==> src/rtl/pvr_vram_arbiter_if.sv <==
// Bus bundle between the PVR front-end requesters, the VRAM read arbiter and the VRAM controller.
// The slave modport is the arbiter's view; the master modport is the surrounding system's view.
interface pvr_vram_arbiter_if #(
   parameter int ADDR_W = 24,
   parameter int LEN_W  = 6
);
   logic [2:0]          req;
   logic [3*ADDR_W-1:0] req_addr;
   logic [3*LEN_W-1:0]  req_len;
   logic [2:0]          gnt;
   logic [2:0]          rd_valid;
   logic [31:0]         rd_data;
   logic [2:0]          done;
   logic                vram_rd;
   logic [ADDR_W-1:0]   vram_addr;
   logic                vram_wait;
   logic [31:0]         vram_din;
   logic                vram_din_valid;

   modport slave (
      input  req, req_addr, req_len, vram_wait, vram_din, vram_din_valid,
      output gnt, rd_valid, rd_data, done, vram_rd, vram_addr
   );

   modport master (
      output req, req_addr, req_len, vram_wait, vram_din, vram_din_valid,
      input  gnt, rd_valid, rd_data, done, vram_rd, vram_addr
   );
endinterface

==> src/rtl/pvr_vram_arbiter.sv <==
// Round-robin burst read arbiter sharing the PVR VRAM read port between the region walker (0),
// the ISP parser (1) and the TSP texture fetcher (2); returns are routed to the burst owner.
module pvr_vram_arbiter #(
   parameter int ADDR_W = 24,
   parameter int LEN_W  = 6
) (
   input  logic               clock,
   input  logic               reset,
   pvr_vram_arbiter_if.slave  bus
);
   localparam logic [1:0] ST_IDLE  = 2'd0;
   localparam logic [1:0] ST_BURST = 2'd1;
   localparam logic [1:0] ST_DRAIN = 2'd2;

   localparam logic [LEN_W:0]    CNT_ONE   = (LEN_W+1)'(1);
   localparam logic [ADDR_W-1:0] WORD_STEP = ADDR_W'(4);
   localparam logic [ADDR_W-1:0] ALIGN_MSK = ~ADDR_W'(3);

   logic [1:0]        r_state;
   logic [1:0]        r_owner;
   logic [1:0]        r_last;
   logic [LEN_W:0]    r_issue_cnt;
   logic [LEN_W:0]    r_ret_cnt;
   logic [LEN_W-1:0]  r_len;
   logic [ADDR_W-1:0] r_addr;
   logic [2:0]        r_gnt;

   logic [ADDR_W-1:0] w_req_addr [3];
   logic [LEN_W-1:0]  w_req_len  [3];
   logic [1:0]        w_pick;
   logic [2:0]        w_pick_oh;
   logic [2:0]        w_owner_oh;
   logic [ADDR_W-1:0] w_sel_addr;
   logic [LEN_W-1:0]  w_sel_len;
   logic              w_any;
   logic              w_in_burst;
   logic              w_issue;
   logic              w_last_issue;
   logic [LEN_W:0]    w_words;
   logic              w_ret;
   logic              w_ret_done;

   generate
      for (genvar gi = 0; gi < 3; gi++) begin : g_req
         assign w_req_addr[gi] = bus.req_addr[gi*ADDR_W +: ADDR_W];
         assign w_req_len[gi]  = bus.req_len[gi*LEN_W +: LEN_W];
         assign w_pick_oh[gi]  = (w_pick == 2'(gi));
         assign w_owner_oh[gi] = (r_owner == 2'(gi));
      end
   endgenerate

   // Priority starts just after the previous owner and wraps 2 -> 0.
   always_comb begin
      w_pick = 2'd0;
      case (r_last)
         2'd0:    w_pick = bus.req[1] ? 2'd1 : (bus.req[2] ? 2'd2 : 2'd0);
         2'd1:    w_pick = bus.req[2] ? 2'd2 : (bus.req[0] ? 2'd0 : 2'd1);
         default: w_pick = bus.req[0] ? 2'd0 : (bus.req[1] ? 2'd1 : 2'd2);
      endcase
   end

   always_comb begin
      w_sel_addr = w_req_addr[0];
      w_sel_len  = w_req_len[0];
      for (int k = 1; k < 3; k++) begin
         if (w_pick == 2'(k)) begin
            w_sel_addr = w_req_addr[k];
            w_sel_len  = w_req_len[k];
         end
      end
   end

   assign w_any        = |bus.req;
   assign w_in_burst   = (r_state == ST_BURST);
   assign w_issue      = w_in_burst && !bus.vram_wait;
   assign w_last_issue = (r_issue_cnt == {1'b0, r_len});
   assign w_words      = {1'b0, r_len} + CNT_ONE;

   // Returns beyond the burst length, or with no burst open, are discarded.
   assign w_ret      = bus.vram_din_valid && (r_state != ST_IDLE) && (r_ret_cnt <= {1'b0, r_len});
   assign w_ret_done = (r_ret_cnt == w_words);

   assign bus.vram_rd   = w_in_burst;
   assign bus.vram_addr = w_in_burst ? r_addr : '0;
   assign bus.gnt       = r_gnt;
   assign bus.rd_data   = bus.vram_din;
   assign bus.rd_valid  = w_ret ? w_owner_oh : 3'b000;
   assign bus.done      = ((r_state == ST_DRAIN) && w_ret_done) ? w_owner_oh : 3'b000;

   always_ff @(posedge clock) begin
      if (reset) begin
         r_state     <= ST_IDLE;
         r_owner     <= 2'd0;
         r_last      <= 2'd2;
         r_issue_cnt <= '0;
         r_ret_cnt   <= '0;
         r_len       <= '0;
         r_addr      <= '0;
         r_gnt       <= 3'b000;
      end else begin
         r_gnt <= 3'b000;
         if (w_ret) begin
            r_ret_cnt <= r_ret_cnt + CNT_ONE;
         end
         case (r_state)
            ST_IDLE: begin
               if (w_any) begin
                  r_owner     <= w_pick;
                  r_addr      <= w_sel_addr & ALIGN_MSK;
                  r_len       <= w_sel_len;
                  r_issue_cnt <= '0;
                  r_ret_cnt   <= '0;
                  r_gnt       <= w_pick_oh;
                  r_state     <= ST_BURST;
               end
            end
            ST_BURST: begin
               if (w_issue) begin
                  r_addr      <= r_addr + WORD_STEP;
                  r_issue_cnt <= r_issue_cnt + CNT_ONE;
                  if (w_last_issue) begin
                     r_state <= ST_DRAIN;
                  end
               end
            end
            ST_DRAIN: begin
               // done is visible this cycle; the next cycle is IDLE and arbitrates again.
               if (w_ret_done) begin
                  r_last  <= r_owner;
                  r_state <= ST_IDLE;
               end
            end
            default: r_state <= ST_IDLE;
         endcase
      end
   end
endmodule

==> src/flat_wrapper.sv <==
// flat-port wrapper written by rule: the top's interface ports become plain ports
module pvr_vram_arbiter_flat 
#(
   parameter int ADDR_W = 24,
   parameter int LEN_W  = 6
)
  (clock, reset, bus_req, bus_req_addr, bus_req_len, bus_vram_wait, bus_vram_din, bus_vram_din_valid, bus_gnt, bus_rd_valid, bus_rd_data, bus_done, bus_vram_rd, bus_vram_addr);
  pvr_vram_arbiter_if #(.ADDR_W(ADDR_W), .LEN_W(LEN_W)) bus_i ();
  input  logic clock;
  input  logic reset;
  input wire logic [$bits(bus_i.req)-1:0] bus_req;
  input wire logic [$bits(bus_i.req_addr)-1:0] bus_req_addr;
  input wire logic [$bits(bus_i.req_len)-1:0] bus_req_len;
  input wire logic [$bits(bus_i.vram_wait)-1:0] bus_vram_wait;
  input wire logic [$bits(bus_i.vram_din)-1:0] bus_vram_din;
  input wire logic [$bits(bus_i.vram_din_valid)-1:0] bus_vram_din_valid;
  output wire logic [$bits(bus_i.gnt)-1:0] bus_gnt;
  output wire logic [$bits(bus_i.rd_valid)-1:0] bus_rd_valid;
  output wire logic [$bits(bus_i.rd_data)-1:0] bus_rd_data;
  output wire logic [$bits(bus_i.done)-1:0] bus_done;
  output wire logic [$bits(bus_i.vram_rd)-1:0] bus_vram_rd;
  output wire logic [$bits(bus_i.vram_addr)-1:0] bus_vram_addr;
  assign bus_i.req = bus_req;
  assign bus_i.req_addr = bus_req_addr;
  assign bus_i.req_len = bus_req_len;
  assign bus_i.vram_wait = bus_vram_wait;
  assign bus_i.vram_din = bus_vram_din;
  assign bus_i.vram_din_valid = bus_vram_din_valid;
  assign bus_gnt = bus_i.gnt;
  assign bus_rd_valid = bus_i.rd_valid;
  assign bus_rd_data = bus_i.rd_data;
  assign bus_done = bus_i.done;
  assign bus_vram_rd = bus_i.vram_rd;
  assign bus_vram_addr = bus_i.vram_addr;
  pvr_vram_arbiter #(.ADDR_W(ADDR_W), .LEN_W(LEN_W)) u_core (.clock(clock), .reset(reset), .bus(bus_i));
endmodule
==> config.mk <==
export PLATFORM = sky130hd
export DESIGN_NAME = pvr_vram_arbiter_flat
export DESIGN_NICKNAME = d
export VERILOG_FILES = /design/src/rtl/pvr_vram_arbiter_if.sv /design/src/rtl/pvr_vram_arbiter.sv /design/src/flat_wrapper.sv
export SDC_FILE = /design/constraint.sdc
export NUM_CORES = 1
export LEC_CHECK = 0
export ABC_CLOCK_PERIOD_IN_PS = 2840
export BUFFER_PORTS_ARGS = -buffer_cell sky130_fd_sc_hd__buf_4
export CORE_AREA = 2 2 96 98
export CTS_CLUSTER_SIZE = 12
export DETAILED_ROUTE_END_ITERATION = 16
export DIE_AREA = 0 0 98 100
export PLACE_DENSITY = 0.8
export SLEW_MARGIN = 25
export SYNTH_ARGS = -nofsm -noshare
export SYNTH_HDL_FRONTEND = slang
export SYNTH_SLANG_ARGS = --single-unit
export TNS_END_PERCENT = 50
==> constraint.sdc <==
create_clock -name clock -period 2.84 [get_ports clock]
set_clock_uncertainty 0.1 [all_clocks]
set_input_delay 0.142 -clock clock [delete_from_list [all_inputs] [get_ports clock]]
set_output_delay 0.142 -clock clock [all_outputs]
set_load 0.03 [all_outputs]
==> run summary <==
* **number of pins exceeding their max-slew limit in the final report** 0
* **wire length of the first global-routing pass** 20.9 mm
* **fraction of the yosys area taken by sequential cells** 0.254
* **ANT cells** 0
* **commonest cells in the synthesized netlist** 51 x sky130_fd_sc_hd__dfxtp_1, 47 x sky130_fd_sc_hd__o21ai_0, 37 x sky130_fd_sc_hd__nor2_1
* **power per unit of standard cell area** 459 nW/um^2
* **share of synthesized flip-flops with an asynchronous set or reset** 0
* **total wire length after detailed routing** 13.1 mm
* **Place WS** 0.352 ns
* **Initial Util** 0.452
* **number of global-route vias before repair** 4,280
* **I/O Buffers** 122
* **Global Route Usage Sum** 0.260
* **max_cap viols** 0
* **setup slack, reg-to-reg** 0.54 ns
* **top cell type's share of synthesized area** 0.254
* **syn avg cell area** 7.53 um^2
* **Req. time, crit path** 2.60 ns
* **nets@finish** 751
* **Via-to-Cell Ratio** 6.16
* **post-synthesis register bit count** 51
* **RSZ-0062 raised after global routing** no
* **Data arrival, critical path** 2.48 ns
* **Main synth FF type** sky130_fd_sc_hd__dfxtp_1
* **cts bufs inserted** 5
* **via count** 4,461
* **leading cell types by total area after synthesis** sky130_fd_sc_hd__dfxtp_1 25%, sky130_fd_sc_hd__buf_4 6.3%, sky130_fd_sc_hd__o21ai_0 5.9%, sky130_fd_sc_hd__and3_1 3.9%, sky130_fd_sc_hd__a21oi_1 3.6%
* **Cell Area, Synth** 4020 um^2
* **Die Ht** 100 um
* **min setup slack post-route** 0.115 ns
* **maximum number of pins on one net before global-route repair** 39
* **Gate Count Post-Synth** 534
* **initial antenna violation count** 0
* **number of synthesized flops with an enable pin** 0
* **top-count cell post-synth** sky130_fd_sc_hd__dfxtp_1
* **remaining design rule violation count** 0
* **buffer levels on the longest clock path** 2
* **Num Clock Sinks** 51
* **number of hold violations in the final report** 0
* **VDD IR-drop max** 0.000238 V
* **fraction of final layout cells sized beyond drive strength 1** 0.259
* **startpoint class of the critical path** register
* **final cell count without fillers** 724
* **actual transition at the worst max-transition pin** 0.938 ns
* **number of warning messages in the yosys log** 0
* **Critical Setup Path Class** reg2out
* **router iterations before antenna repair** 5
* **count of endpoints failing setup in the final report** 0
* **Final min period** 2.73 ns
* **Lkg Pwr** 2.10 nW
* **result of the run** finished, final reports clean
* **fraction of the core area covered by cells at the end of the flow** 0.557
* **area grow syn2layout** 23.1%
* **Clock Pin Slew Worst Setup and Hold Paths** 0.10 ns
* **f_max** 0.367 GHz
* **number of unique standard cell types used by synthesis** 60
* **CTS root buf** sky130_fd_sc_hd__clkbuf_8
* **DRC marker count from the first detailed-route iteration** 333
* **Placement Rows** 35
* **post-layout total power** 2.27 mW
* **Avg WL per Cell** 18.1 um
* **clock latency of the later-clocked register in the worst-skew pair** 0.31 ns
* **post-route clock period utilization** 0.960
* **TritonCTS clock tree** done
* **worst hold path class** in2reg
* **Post-CTS Setup Repair Bufs** 0
* **Setup crit end kind** output port
* **core area** 8890 um^2
* **GR Overflow Total** 0
* **final estimated routing congestion in global placement** 0.992
* **Die X-Extent** 98 um
* **normalized max-slew margin** 0.374
* **I/O pin count** 195
* **setup TNS after final layout** 0 ns
* **Post-CTS Hold Buffers** 0
* **library cell with the largest summed area after synthesis** sky130_fd_sc_hd__dfxtp_1
* **area enclosed by the die boundary** 9800 um^2
* **Routed Antenna Nets** 0
* **dpl hpwl** 9.77 mm
* **number of cells in the design after placement** 716
* **top fanout value on the critical path** 7
* **number of levels in the clock H-tree** 2
power breakdown:
group | switching [mW] | leakage (nW) | internal [mW] | total [mW]
Combinational | 0.433 | 1.62 | 0.336 | 0.769
Clock | 0.259 | 0.0654 | 0.353 | 0.611
Sequential | 0.103 | 0.419 | 0.786 | 0.889
metrics by stage:
step / area (um^2) / hold slack [ns]
finish: 4950 / 0.00489
global placement: 4810 / 0.184
global route: 4950 / 0.0276
floorplan: 4020 / 0.210
detailed placement: 4810 / 0.184
CTS: 4940 / 0.00451
placed cells by master (no fill, tap or decap), types with 4 or more instances in the layout:
master | synthesis | routed
sky130_fd_sc_hd__nor2_1 | 37 | 37
sky130_fd_sc_hd__xor2_1 | 10 | 10
sky130_fd_sc_hd__nor4_1 | 11 | 11
sky130_fd_sc_hd__xnor2_1 | 6 | 6
sky130_fd_sc_hd__o31a_1 | 4 | 4
sky130_fd_sc_hd__clkbuf_8 | 0 | 5
sky130_fd_sc_hd__a31oi_1 | 13 | 13
sky130_fd_sc_hd__o21a_1 | 6 | 6
sky130_fd_sc_hd__o21ai_0 | 47 | 46
sky130_fd_sc_hd__and2_1 | 21 | 21
sky130_fd_sc_hd__a21o_1 | 5 | 5
sky130_fd_sc_hd__o31ai_1 | 4 | 4
sky130_fd_sc_hd__and3_1 | 25 | 25
sky130_fd_sc_hd__a311oi_1 | 4 | 4
sky130_fd_sc_hd__nand3_1 | 21 | 21
sky130_fd_sc_hd__nand4_1 | 13 | 13
sky130_fd_sc_hd__and4_1 | 6 | 6
sky130_fd_sc_hd__a21oi_1 | 29 | 28
sky130_fd_sc_hd__nor3_1 | 11 | 10
sky130_fd_sc_hd__mux2i_1 | 7 | 7
sky130_fd_sc_hd__nand2b_1 | 5 | 5
sky130_fd_sc_hd__ha_1 | 10 | 9
sky130_fd_sc_hd__o22ai_1 | 9 | 9
sky130_fd_sc_hd__a211o_1 | 12 | 12
sky130_fd_sc_hd__buf_4 | 34 | 138
sky130_fd_sc_hd__inv_1 | 11 | 11
sky130_fd_sc_hd__nand2_1 | 24 | 24
sky130_fd_sc_hd__o32ai_1 | 5 | 5
sky130_fd_sc_hd__or3_1 | 8 | 8
sky130_fd_sc_hd__a211oi_1 | 14 | 14
sky130_fd_sc_hd__dfxtp_1 | 51 | 48
cells by family (layout without fill, tap and decap cells):
logic type,count (synthesis),in the layout,synth area share
adders and majority gates,10,10,0.0311
xor gates and xnor gates,16,16,0.0349
buffers and inverters,79,157,0.109
AOI/OAI and AO/OA,167,167,0.268
muxes,7,7,0.0174
and+or+nand+nor,203,203,0.284
DFF,51,51,0.254
other,1,2,0.000933
path summary, 6_finish.rpt:
kind                                                         start                                  to  cells after the start
worst max-delay path                  u_core.r_len[0]$_SDFFE_PP0P_                         bus_done[2]                      7
worst min-delay path                              bus_req_addr[36]      u_core.r_addr[12]$_SDFFE_PP0P_                      3
worst max register to register       u_core.r_last[0]$_SDFFE_PP0P_      u_core.r_addr[17]$_SDFFE_PP0P_                      6
worst min register to register  u_core.r_issue_cnt[1]$_SDFFE_PP0P_  u_core.r_issue_cnt[1]$_SDFFE_PP0P_                      2
metal layers:
| metal | share of wire | routed length [um] | GRT usage |
|---|---|---|---|
| met1 | 0.40 | 5290 | 0.329 |
| met3 | 0.083 | 1090 | 0.0411 |
| met2 | 0.50 | 6490 | 0.456 |
| met5 | 0 | 0 | 0 |
| met4 | 0.019 | 243 | 0.0801 |
worst max-delay path, cell delays in order, from the launching register on:
cell	delay, ns
sky130_fd_sc_hd__dfxtp_2	0.37
sky130_fd_sc_hd__ha_2	0.23
sky130_fd_sc_hd__nor2b_1	0.15
sky130_fd_sc_hd__or3_1	0.31
sky130_fd_sc_hd__a31o_1	0.25
sky130_fd_sc_hd__or4_4	0.58
sky130_fd_sc_hd__nor2_1	0.13
sky130_fd_sc_hd__buf_4	0.17
flip-flops by register name, indices dropped and copies added (netlist names):
| signal | flops |
|---|---|
| u_core.r_addr | 22 |
| u_core.r_issue_cnt | 7 |
| u_core.r_ret_cnt | 7 |
| u_core.r_len | 6 |
| u_core.bus.gnt | 3 |
| u_core.r_last | 2 |
| u_core.r_owner | 2 |
| u_core.r_state | 2 |
cell type report:
type                       count  area [um^2]
fill                         844         3940
timing repair buffer         138         1040
clock inverter                 2         60.1
multi-input combinational    405         2570
sequential                    51         1020
clock buffer                   6         72.6
tap                          111          139
inverter                      11         41.3
repair_timing:
| action | in CTS | in global routing |
|---|---|---|
| gates resized for setup | 1 | 4 |
| pin swaps | 0 | 1 |
| setup endpoints to repair | 2 | 4 |
No activity file was read; power rests on OpenSTA's default activity.
